## src/rtl/apb_arb_pkg.sv

```systemverilog
// Shared types and constants for the two-requester APB master arbiter.
package apb_arb_pkg;

    typedef enum logic [1:0] {IDLE, SETUP, ACCESS} state_e;

    typedef logic grant_t;

    localparam int APB_ADDR_W = 32;
    localparam int APB_DATA_W = 32;
    localparam int STRB_W     = APB_DATA_W / 8;

    function automatic grant_t other(input grant_t g);
        return ~g;
    endfunction

endpackage

```

## src/rtl/apb_master_arbiter_if.sv

```systemverilog
// APB4 bus bundle between the arbiter (master) and one slave port.
interface apb_master_arbiter_if #(
    parameter int ADDR_W = 32,
    parameter int DATA_W = 32
);
    logic                  psel;
    logic                  penable;
    logic                  pwrite;
    logic [ADDR_W-1:0]     paddr;
    logic [DATA_W-1:0]     pwdata;
    logic [DATA_W/8-1:0]   pstrb;
    logic [DATA_W-1:0]     prdata;
    logic                  pready;
    logic                  pslverr;

    modport master (
        output psel, penable, pwrite, paddr, pwdata, pstrb,
        input  prdata, pready, pslverr
    );

    modport slave (
        input  psel, penable, pwrite, paddr, pwdata, pstrb,
        output prdata, pready, pslverr
    );
endinterface

```

## src/rtl/apb_rr_arbiter.sv

```systemverilog
// Two-way round-robin pick; the caller owns and updates last_grant.
module apb_rr_arbiter
    import apb_arb_pkg::*;
(
    input  logic [1:0] req,
    input  grant_t     last_grant,
    input  logic       en,
    output logic       gnt_valid,
    output grant_t     gnt_idx
);

    always_comb begin
        gnt_valid = en && (req != 2'b00);
        case (req)
            2'b01:   gnt_idx = 1'b0;
            2'b10:   gnt_idx = 1'b1;
            2'b11:   gnt_idx = other(last_grant);
            default: gnt_idx = last_grant;
        endcase
    end

endmodule

```

## src/rtl/apb_master_arbiter.sv

```systemverilog
// Shares one APB4 master port between two requesters with round-robin grant,
// SETUP/ACCESS sequencing and a pready timeout. All outputs are registered.
module apb_master_arbiter
    import apb_arb_pkg::*;
#(
    parameter int ADDR_W  = APB_ADDR_W,
    parameter int DATA_W  = APB_DATA_W,
    parameter int TIMEOUT = 16
) (
    input  logic                pclk,
    input  logic                preset_n,

    input  logic                req_0,
    input  logic                req_write_0,
    input  logic [ADDR_W-1:0]   req_addr_0,
    input  logic [DATA_W-1:0]   req_wdata_0,
    input  logic [DATA_W/8-1:0] req_strb_0,
    output logic                ack_0,
    output logic [DATA_W-1:0]   rsp_rdata_0,
    output logic                rsp_err_0,

    input  logic                req_1,
    input  logic                req_write_1,
    input  logic [ADDR_W-1:0]   req_addr_1,
    input  logic [DATA_W-1:0]   req_wdata_1,
    input  logic [DATA_W/8-1:0] req_strb_1,
    output logic                ack_1,
    output logic [DATA_W-1:0]   rsp_rdata_1,
    output logic                rsp_err_1,

    apb_master_arbiter_if.master apb
);

    localparam int SW    = DATA_W / 8;
    localparam int CNT_W = (TIMEOUT > 0) ? $clog2(TIMEOUT + 1) : 1;
    localparam logic [CNT_W-1:0] TO_LAST = CNT_W'((TIMEOUT > 0) ? TIMEOUT - 1 : 0);

    state_e                   state_q, state_d;
    grant_t                   last_grant_q, last_grant_d;
    grant_t                   gidx_q, gidx_d;
    logic                     psel_q, psel_d;
    logic                     penable_q, penable_d;
    logic                     pwrite_q, pwrite_d;
    logic [ADDR_W-1:0]        paddr_q, paddr_d;
    logic [DATA_W-1:0]        pwdata_q, pwdata_d;
    logic [SW-1:0]            pstrb_q, pstrb_d;
    logic [CNT_W-1:0]         cnt_q, cnt_d;
    logic [1:0]               ack_q, ack_d;
    logic [1:0][DATA_W-1:0]   rdata_q, rdata_d;
    logic [1:0]               err_q, err_d;

    logic                     gnt_valid;
    grant_t                   gnt_idx;
    logic [1:0]               req_elig;
    logic                     timeout_hit;

    logic                     sel_write;
    logic [ADDR_W-1:0]        sel_addr;
    logic [DATA_W-1:0]        sel_wdata;
    logic [SW-1:0]            sel_strb;

    // A requester still sees its own ack this cycle and has not yet dropped req.
    assign req_elig = {req_1, req_0} & ~ack_q;

    apb_rr_arbiter u_rr (
        .req        (req_elig),
        .last_grant (last_grant_q),
        .en         (state_q == IDLE),
        .gnt_valid  (gnt_valid),
        .gnt_idx    (gnt_idx)
    );

    assign sel_write = gnt_idx ? req_write_1 : req_write_0;
    assign sel_addr  = gnt_idx ? req_addr_1  : req_addr_0;
    assign sel_wdata = gnt_idx ? req_wdata_1 : req_wdata_0;
    assign sel_strb  = gnt_idx ? req_strb_1  : req_strb_0;

    // cnt_q counts wait cycles already spent; this cycle is the TIMEOUT-th.
    assign timeout_hit = (TIMEOUT > 0) && !apb.pready && (cnt_q == TO_LAST);

    always_ff @(posedge pclk or negedge preset_n) begin
        if (!preset_n) state_q <= IDLE;
        else           state_q <= state_d;
    end

    always_comb begin
        state_d = state_q;
        case (state_q)
            IDLE:    if (gnt_valid) state_d = SETUP;
            SETUP:   state_d = ACCESS;
            ACCESS:  if (apb.pready || timeout_hit) state_d = IDLE;
            default: state_d = IDLE;
        endcase
    end

    always_comb begin
        last_grant_d = last_grant_q;
        gidx_d       = gidx_q;
        psel_d       = psel_q;
        penable_d    = penable_q;
        pwrite_d     = pwrite_q;
        paddr_d      = paddr_q;
        pwdata_d     = pwdata_q;
        pstrb_d      = pstrb_q;
        cnt_d        = cnt_q;
        ack_d        = 2'b00;
        rdata_d      = rdata_q;
        err_d        = err_q;
        case (state_q)
            IDLE: if (gnt_valid) begin
                last_grant_d = gnt_idx;
                gidx_d       = gnt_idx;
                psel_d       = 1'b1;
                penable_d    = 1'b0;
                pwrite_d     = sel_write;
                paddr_d      = sel_addr;
                pwdata_d     = sel_write ? sel_wdata : '0;
                pstrb_d      = sel_write ? sel_strb  : '0;
                cnt_d        = '0;
            end
            SETUP: penable_d = 1'b1;
            ACCESS: begin
                if (apb.pready) begin
                    psel_d         = 1'b0;
                    penable_d      = 1'b0;
                    ack_d[gidx_q]  = 1'b1;
                    err_d[gidx_q]  = apb.pslverr;
                    if (!pwrite_q) rdata_d[gidx_q] = apb.prdata;
                end else if (timeout_hit) begin
                    psel_d          = 1'b0;
                    penable_d       = 1'b0;
                    ack_d[gidx_q]   = 1'b1;
                    err_d[gidx_q]   = 1'b1;
                    rdata_d[gidx_q] = '0;
                end else if (TIMEOUT > 0) begin
                    cnt_d = cnt_q + CNT_W'(1);
                end
            end
            default: ;
        endcase
    end

    always_ff @(posedge pclk or negedge preset_n) begin
        if (!preset_n) begin
            last_grant_q <= 1'b1;
            gidx_q       <= 1'b0;
            psel_q       <= 1'b0;
            penable_q    <= 1'b0;
            pwrite_q     <= 1'b0;
            paddr_q      <= '0;
            pwdata_q     <= '0;
            pstrb_q      <= '0;
            cnt_q        <= '0;
            ack_q        <= 2'b00;
            rdata_q      <= '0;
            err_q        <= 2'b00;
        end else begin
            last_grant_q <= last_grant_d;
            gidx_q       <= gidx_d;
            psel_q       <= psel_d;
            penable_q    <= penable_d;
            pwrite_q     <= pwrite_d;
            paddr_q      <= paddr_d;
            pwdata_q     <= pwdata_d;
            pstrb_q      <= pstrb_d;
            cnt_q        <= cnt_d;
            ack_q        <= ack_d;
            rdata_q      <= rdata_d;
            err_q        <= err_d;
        end
    end

    assign apb.psel    = psel_q;
    assign apb.penable = penable_q;
    assign apb.pwrite  = pwrite_q;
    assign apb.paddr   = paddr_q;
    assign apb.pwdata  = pwdata_q;
    assign apb.pstrb   = pstrb_q;

    assign ack_0       = ack_q[0];
    assign ack_1       = ack_q[1];
    assign rsp_rdata_0 = rdata_q[0];
    assign rsp_rdata_1 = rdata_q[1];
    assign rsp_err_0   = err_q[0];
    assign rsp_err_1   = err_q[1];

endmodule

```

## src/flat_wrapper.sv

```systemverilog
// flat-port wrapper written by rule: the top's interface ports become plain ports
module apb_master_arbiter_flat import apb_arb_pkg::*;
#(
    parameter int ADDR_W  = APB_ADDR_W,
    parameter int DATA_W  = APB_DATA_W,
    parameter int TIMEOUT = 16
)
  (pclk, preset_n, req_0, req_write_0, req_addr_0, req_wdata_0, req_strb_0, ack_0, rsp_rdata_0, rsp_err_0, req_1, req_write_1, req_addr_1, req_wdata_1, req_strb_1, ack_1, rsp_rdata_1, rsp_err_1, apb_psel, apb_penable, apb_pwrite, apb_paddr, apb_pwdata, apb_pstrb, apb_prdata, apb_pready, apb_pslverr);
  apb_master_arbiter_if #(.ADDR_W(ADDR_W), .DATA_W(DATA_W)) apb_i ();
  input  logic pclk;
  input  logic preset_n;
  input  logic req_0;
  input  logic req_write_0;
  input  logic [ADDR_W-1:0] req_addr_0;
  input  logic [DATA_W-1:0] req_wdata_0;
  input  logic [DATA_W/8-1:0] req_strb_0;
  output logic ack_0;
  output logic [DATA_W-1:0] rsp_rdata_0;
  output logic rsp_err_0;
  input  logic req_1;
  input  logic req_write_1;
  input  logic [ADDR_W-1:0] req_addr_1;
  input  logic [DATA_W-1:0] req_wdata_1;
  input  logic [DATA_W/8-1:0] req_strb_1;
  output logic ack_1;
  output logic [DATA_W-1:0] rsp_rdata_1;
  output logic rsp_err_1;
  output wire logic [$bits(apb_i.psel)-1:0] apb_psel;
  output wire logic [$bits(apb_i.penable)-1:0] apb_penable;
  output wire logic [$bits(apb_i.pwrite)-1:0] apb_pwrite;
  output wire logic [$bits(apb_i.paddr)-1:0] apb_paddr;
  output wire logic [$bits(apb_i.pwdata)-1:0] apb_pwdata;
  output wire logic [$bits(apb_i.pstrb)-1:0] apb_pstrb;
  input wire logic [$bits(apb_i.prdata)-1:0] apb_prdata;
  input wire logic [$bits(apb_i.pready)-1:0] apb_pready;
  input wire logic [$bits(apb_i.pslverr)-1:0] apb_pslverr;
  assign apb_psel = apb_i.psel;
  assign apb_penable = apb_i.penable;
  assign apb_pwrite = apb_i.pwrite;
  assign apb_paddr = apb_i.paddr;
  assign apb_pwdata = apb_i.pwdata;
  assign apb_pstrb = apb_i.pstrb;
  assign apb_i.prdata = apb_prdata;
  assign apb_i.pready = apb_pready;
  assign apb_i.pslverr = apb_pslverr;
  apb_master_arbiter #(.ADDR_W(ADDR_W), .DATA_W(DATA_W), .TIMEOUT(TIMEOUT)) u_core (.pclk(pclk), .preset_n(preset_n), .req_0(req_0), .req_write_0(req_write_0), .req_addr_0(req_addr_0), .req_wdata_0(req_wdata_0), .req_strb_0(req_strb_0), .ack_0(ack_0), .rsp_rdata_0(rsp_rdata_0), .rsp_err_0(rsp_err_0), .req_1(req_1), .req_write_1(req_write_1), .req_addr_1(req_addr_1), .req_wdata_1(req_wdata_1), .req_strb_1(req_strb_1), .ack_1(ack_1), .rsp_rdata_1(rsp_rdata_1), .rsp_err_1(rsp_err_1), .apb(apb_i));
endmodule
```

## config.mk

```make
export PLATFORM = sky130hd
export DESIGN_NAME = apb_master_arbiter_flat
export DESIGN_NICKNAME = d
export VERILOG_FILES = /design/src/rtl/apb_arb_pkg.sv /design/src/rtl/apb_master_arbiter_if.sv /design/src/rtl/apb_rr_arbiter.sv /design/src/rtl/apb_master_arbiter.sv /design/src/flat_wrapper.sv
export SDC_FILE = /design/constraint.sdc
export NUM_CORES = 1
export LEC_CHECK = 0
export CAP_MARGIN = 10
export CORE_AREA = 2 2 122 124
export CTS_BUF_LIST = sky130_fd_sc_hd__clkbuf_8
export DETAILED_ROUTE_END_ITERATION = 8
export DIE_AREA = 0 0 124 126
export PLACE_DENSITY = 0.95
export SYNTH_ARGS = -nofsm -noshare
export SYNTH_HDL_FRONTEND = slang
export SYNTH_SLANG_ARGS = --single-unit
```

## constraint.sdc

```tcl
create_clock -name pclk -period 3.42 [get_ports pclk]
set_input_delay 0.513 -clock pclk [delete_from_list [all_inputs] [get_ports pclk]]
set_output_delay 0.513 -clock pclk [all_outputs]
set_load 0.005 [all_outputs]
```

# Word-level counts from Yosys, hierarchy flattened

Index checks and enable logic that the tools add are counted.

Flip-flop bits (word level): 148
Input port bits: 176
Output and inout bits: 139
Word-level logic and storage cells: 86

$add $sub $neg: 1
Order comparisons: 2
Equality and inequality tests: 12
Muxes and demuxes: 34
Bitwise operators: 6
Reductions and logical operators: 17

Operators by type and width:

| kind                                                  | number |
|---|---|
| two-way mux 64 bit                                    | 3 |
| two-way mux 32 bit                                    | 4 |
| AND 64 bit                                            | 1 |
| bitwise mux 64 bit                                    | 1 |
| inverter 64 bit                                       | 1 |
| demux 32 bit (select 1 bit)                           | 1 |
| two-way mux 5 bit                                     | 3 |
| two-way mux 2 bit                                     | 7 |
| case mux 5 bit (2 select lines)                       | 1 |
| AND reduction 3 bit                                   | 3 |
| two-way mux 4 bit                                     | 2 |
| == test 2 bit, second input constant                  | 3 |
| two-way mux 1 bit                                     | 6 |
| inequality test 2 bit, second input constant          | 3 |
| case mux 1 bit (3 select lines)                       | 2 |
| case mux 2 bit (3 select lines)                       | 1 |
| AND reduction 2 bit                                   | 3 |
| nonzero test 2 bit                                    | 3 |
| adder 5 x 1 -> 5 bit, second input constant           | 1 |
| == test 5 x 4 -> 1 bit, second input constant         | 1 |
| == test 2 x 1 -> 1 bit, second input constant         | 2 |
| inequality test 2 x 1 -> 1 bit, second input constant | 2 |
| AND reduction 4 bit                                   | 1 |
| logical AND 1 bit                                     | 3 |
| other kinds (14)                                      | 14 |

# Longest topological paths before layout

Depth in word-level cells: 8
Gate-level depth with buffers: 8
Mapped depth without buffers: 7

# Modules after synthesis

A second synthesis with hierarchy kept.

Cell total of the unflattened synthesis: 523
Area, all modules: 6118.4 µm²

By module, submodules not included:

| module             | times used | cells an instance | area an instance (µm²) | sequential area each (µm²) |
|---|---|---|---|---|
| apb_master_arbiter | 1          | 520               | 6097.1                 | 3704.8 |
| apb_rr_arbiter     | 1          | 3                 | 21.3                   | 0.0 |

# Worst setup path after synthesis

OpenSTA, ideal clock, no wires.

Path kind: reg-to-reg
From: register u_core.cnt_q[0]
To: register u_core.rdata_q, in the netlist u_core.rsp_rdata_1[13]
Data arrival time: 1791 ps
Required time: 3337 ps
Path slack: 1546 ps
Cell stages (with the launch flop): 9
Path buffers: 1
Cells stage by stage: dfrtp_1 > ha_1 > and3_1 > ha_1 > nor2b_1 > o211ai_2 > clkbuf_1 > nand2_1 > o21ai_0

Longest elaborated chain between the ends: 4

RTL lines:

| item                                 | line                      | source |
|---|---|---|
| from (decl)                          | apb_master_arbiter.sv:47  | `logic [CNT_W-1:0] cnt_q, cnt_d;` |
| from (signal assigned)               | apb_master_arbiter.sv:166 | `cnt_q <= cnt_d;` |
| == test 5 x 4 -> 1 bit               | apb_master_arbiter.sv:79  | `assign timeout_hit = (TIMEOUT > 0) && !apb.pready && (cnt_q == TO_LAST);` |
| logical AND 1 bit                    | apb_master_arbiter.sv:79  |  |
| nonzero test 2 bit (no source line)  | n/a                       |  |
| AND reduction 3 bit (no source line) | n/a                       |  |
| to (signal assigned)                 | apb_master_arbiter.sv:168 | `rdata_q <= rdata_d;` |
| to (decl)                            | apb_master_arbiter.sv:49  | `logic [1:0][DATA_W-1:0] rdata_q, rdata_d;` |

No other way between the ends.
A chain may end at the register's enable or synchronous reset.

# Worst setup path in the final report

From: register u_core.cnt_q[0]
To: register u_core.rdata_q, in the netlist u_core.rsp_rdata_1[20]

The elaborated chain is that of the path after synthesis.

==> flow_summary_export.csv <==
group,metric,value,unit
status,outcome,"complete, no violations",
sta,fin_setup_tns,0,ps
floorplanning,io_pins,315,
layout,num_antenna_cells,0,
synth,synth_cell_type_count,31,
sta,report.final.slew_viol_count,0,
floorplanning,floorplan.die.width,124,um
pwr,fin_total_pwr,0.008116,W
sta,final-hold-violation-count,0,
pwr,power-per-cell-area,816.8,nW/um2
layout,nets_finish,1134,
worst_setup_path,worst-setup-path-type,"reg -> reg",
clocking,cts_resized,0,
sta,finalClockSkew,11.61,ps
sta,finalCritPeriodShare,66.41,%
route,detail_route.wirelength,20930,um
synth,synthCells,666,
clocking,cts.sink_count,148,
sta,slew_headroom,51.27,%
synth,syn_area_per_cell,9.427,um2
place,io_buffer_count,314,
worst_setup_path,required_worst_endpoint,3720,ps
synth,synth_area,6279,um2
sta,achievable_frequency,0.4403,GHz
place,gpl.final_weighted_congestion,0.8308,
worst_setup_path,r2r_depth,7,
worst_setup_path,reg2reg_from,"u_core.cnt_q[0]$_DFFE_PN0P_",
place,detailed_place.area,9550,um2
worst_setup_path,rr_endpoint,"u_core.rsp_rdata_1[20]$_DFFE_PN0P_",
synth,synth_fp_nets,844,
sta,rsz_0062_raised_after_global_routing,"false",
clocking,cts_buffers,17,
worst_setup_path,worst-path-max-fanout,64,
route,vias,6330,
clocking,clk_root_buffer_cell,"sky130_fd_sc_hd__clkbuf_8",
global_routing,track_usage,26.93,%
sta,finalSetupViolCount,0,
worst_setup_path,timing.critical_path.arrival,2570,ps
worst_setup_path,nature_of_the_critical_path_endpoint,"flip-flop",
route,route.detailed.vias_per_inst,5.490,
pwr,vdd_ir_drop_max,0.4096,mV
sta,period_minus_slack,2271,ps
floorplanning,die_h,126,um
global_routing,grt_antenna_before_repair,0,
layout,area_growth_syn_to_layout,58.27,%
synth,ys.flop_type,"sky130_fd_sc_hd__dfrtp_1",
place,place_inst,1121,
pwr,p_leak,4.133,nW
synth,synth.yosys.seq_area_share,59.01,%
route,dr_pass1_iterations,5,
floorplanning,fp-row-count,44,
global_routing,grt_first_pass_wirelength,32110,um
layout,drive_gt1_share,5.470,%
clocking,clk_pin_slew,80,ps
global_routing,total_gr_overflow,0,
sta,worst_pin_slew,729.3,ps
clocking,tritoncts,"done",
clocking,cts_setup_buffers,0,
floorplanning,floorplan.initialDensity,43.86,%
route,drc_errors,0,
floorplanning,die_area,15620,um2
worst_setup_path,rrSetupSlack,1150,ps
floorplanning,core_outline_area,14310,um2
run,max_capacitance_violation_count,0,
place,hpwlAfterDp,15130,um
synth,yosysWarnings,0,
route,wirelength_per_cell,18.15,um
layout,final_util,69.42,%
route,post_detailed_route_count_of_antenna_violating_nets,0,
synth,number_of_synthesized_flops_with_an_enable_pin,0,
clocking,number_of_h_tree_levels,4,
route,number_of_drc_markers_in_iteration_0,494,
clocking,ctsHoldBuffers,0,
synth,synth_async_sr_flop_share,100.0,%
layout,regArea,3705,um2
clocking,clock_tree.buffer_depth,2,
layout,filler_cell_count,1022,
clocking,clkLatencyLatePin,450,ps
worst_setup_path,setup.worst_path.start_class,"flip-flop",
layout,multiInputGateArea,2322,um2
global_routing,grt_max_degree,76,
synth,flops_latches_synth,148,
layout,final_cell_count_no_fill,1153,
global_routing,first_global_vias,6172,
layout,postLayoutCellArea,9937,um2
worst_hold_path,worst_hold_path_type,"in -> async",
## synthesized netlist by cell type, types with 4 or more instances
| master | n | area (um2) |
|---|---|---|
| sky130_fd_sc_hd__a21oi_1 | 6 | 30.03 |
| sky130_fd_sc_hd__dfrtp_1 | 147 | 3679 |
| sky130_fd_sc_hd__inv_1 | 4 | 15.01 |
| sky130_fd_sc_hd__a22o_1 | 32 | 280.3 |
| sky130_fd_sc_hd__clkbuf_1 | 26 | 97.59 |
| sky130_fd_sc_hd__nor2_1 | 77 | 289.0 |
| sky130_fd_sc_hd__a31oi_1 | 69 | 431.7 |
| sky130_fd_sc_hd__nand3_1 | 77 | 385.4 |
| sky130_fd_sc_hd__nor2b_1 | 5 | 31.28 |
| sky130_fd_sc_hd__buf_2 | 26 | 130.1 |
| sky130_fd_sc_hd__o21ai_0 | 38 | 190.2 |
| sky130_fd_sc_hd__nand2_1 | 134 | 503.0 |
## where the power goes
group | switching [W] | leakage, nW | internal (W)
Clock | 0.000705 | 0.193 | 0.000623
Sequential | 0.000494 | 1.81 | 0.00254
Combinational | 0.00168 | 2.13 | 0.00208
Total | 0.00288 | 4.13 | 0.00524
## metal layers
metal | wire (um) | GRT usage (%) | vias to the layer above | share of wire (%)
met2 | 10490 | 45.51 | 338 | 50
met4 | 762 | 12.10 | 0 | 3.6
met1 | 7354 | 29.60 | 3036 | 35
li1 | - | - | 2892 | -
met3 | 2328 | 10.73 | 64 | 11
met5 | 0 | 0 | - | 0
## registers in the layout, summed over array words and instances, names as in the netlist
name                 flops
u_core.cnt_q             5
u_core.apb.penable       1
u_core.rsp_rdata_0      32
u_core.apb.pstrb         4
u_core.apb.paddr        32
u_core.gidx_q            1
u_core.apb.pwrite        1
u_core.apb.pwdata       32
u_core.ack_q             2
u_core.err_q             2
u_core.state_q           2
u_core.last_grant_q      1
u_core.apb.psel          1
u_core.rsp_rdata_1      32
## cells in the final DEF, fill, tap and decap left out, types with 3 or more instances in the layout
| cell | n |
|---|---|
| sky130_fd_sc_hd__inv_6 | 3 |
| sky130_fd_sc_hd__clkdlybuf4s50_1 | 313 |
| sky130_fd_sc_hd__dfrtp_1 | 147 |
| sky130_fd_sc_hd__and2_1 | 3 |
| sky130_fd_sc_hd__buf_4 | 9 |
| sky130_fd_sc_hd__nor2b_1 | 5 |
| sky130_fd_sc_hd__inv_1 | 4 |
| sky130_fd_sc_hd__nor2_1 | 77 |
| sky130_fd_sc_hd__buf_12 | 3 |
| sky130_fd_sc_hd__a21oi_1 | 6 |
| sky130_fd_sc_hd__nand3_1 | 77 |
| sky130_fd_sc_hd__a22o_1 | 32 |
| sky130_fd_sc_hd__clkinv_4 | 5 |
| sky130_fd_sc_hd__a31oi_1 | 69 |
| sky130_fd_sc_hd__clkbuf_8 | 19 |
| sky130_fd_sc_hd__o21ai_0 | 38 |
| sky130_fd_sc_hd__nand2_1 | 134 |
## critical path: stages (launching register included)
cell                       delay (ps)
sky130_fd_sc_hd__dfrtp_1          410
sky130_fd_sc_hd__ha_1             240
sky130_fd_sc_hd__and3_1           190
sky130_fd_sc_hd__ha_1             190
sky130_fd_sc_hd__nor2b_1          180
sky130_fd_sc_hd__o211ai_4         160
sky130_fd_sc_hd__buf_4            490
sky130_fd_sc_hd__o21ai_0          230
## metrics by stage
stage               setup WS (ps)  hold slack [ps]
global placement            934.1            461.9
CTS                          1164            43.62
global route                 1004            54.29
finish                       1149            18.21
floorplan                    1546            217.4
detailed placement          834.2            471.1
## how the worst max path moves through the flow
| stage | to | depth (start not counted) | startpoint | slack, ps |
|---|---|---|---|---|
| after floorplan | u_core.rsp_rdata_1[13]$_DFFE_PN0P_ | 8 | u_core.cnt_q[0]$_DFFE_PN0P_ | 1550 |
| after global placement | u_core.apb.pstrb[1]$_DFFE_PN0P_ | 7 | req_0 | 930 |
| after detailed placement | u_core.apb.paddr[1]$_DFFE_PN0P_ | 7 | req_0 | 830 |
| after CTS | u_core.rsp_rdata_1[20]$_DFFE_PN0P_ | 7 | u_core.cnt_q[0]$_DFFE_PN0P_ | 1160 |
| after global routing | u_core.rsp_rdata_1[20]$_DFFE_PN0P_ | 7 | u_core.cnt_q[0]$_DFFE_PN0P_ | 1000 |
| final | u_core.rsp_rdata_1[20]$_DFFE_PN0P_ | 7 | u_core.cnt_q[0]$_DFFE_PN0P_ | 1150 |
## cells by family (layout without fill, tap and decap cells)
group / count (synthesis) / in the layout / synth area share [%]
flops: 148 / 148 / 59.01
buf+inv: 60 / 363 / 4.344
xor+xnor: 1 / 1 / 0.1395
simple gates: 304 / 304 / 20.45
fa+ha+maj: 2 / 2 / 0.3985
compound gates: 151 / 151 / 15.66
## layout make-up
class | instances | share of cell area [%]
Clock buffer | 19 | 2.632
Clock inverter | 13 | 1.259
Inverter | 5 | 0.2141
Multi-Input combinational cell | 458 | 23.37
Sequential cell | 148 | 37.28
Tap cell | 184 | 2.317
Timing Repair Buffer | 326 | 32.93
Note: power is estimated with default switching activity, not from simulation.
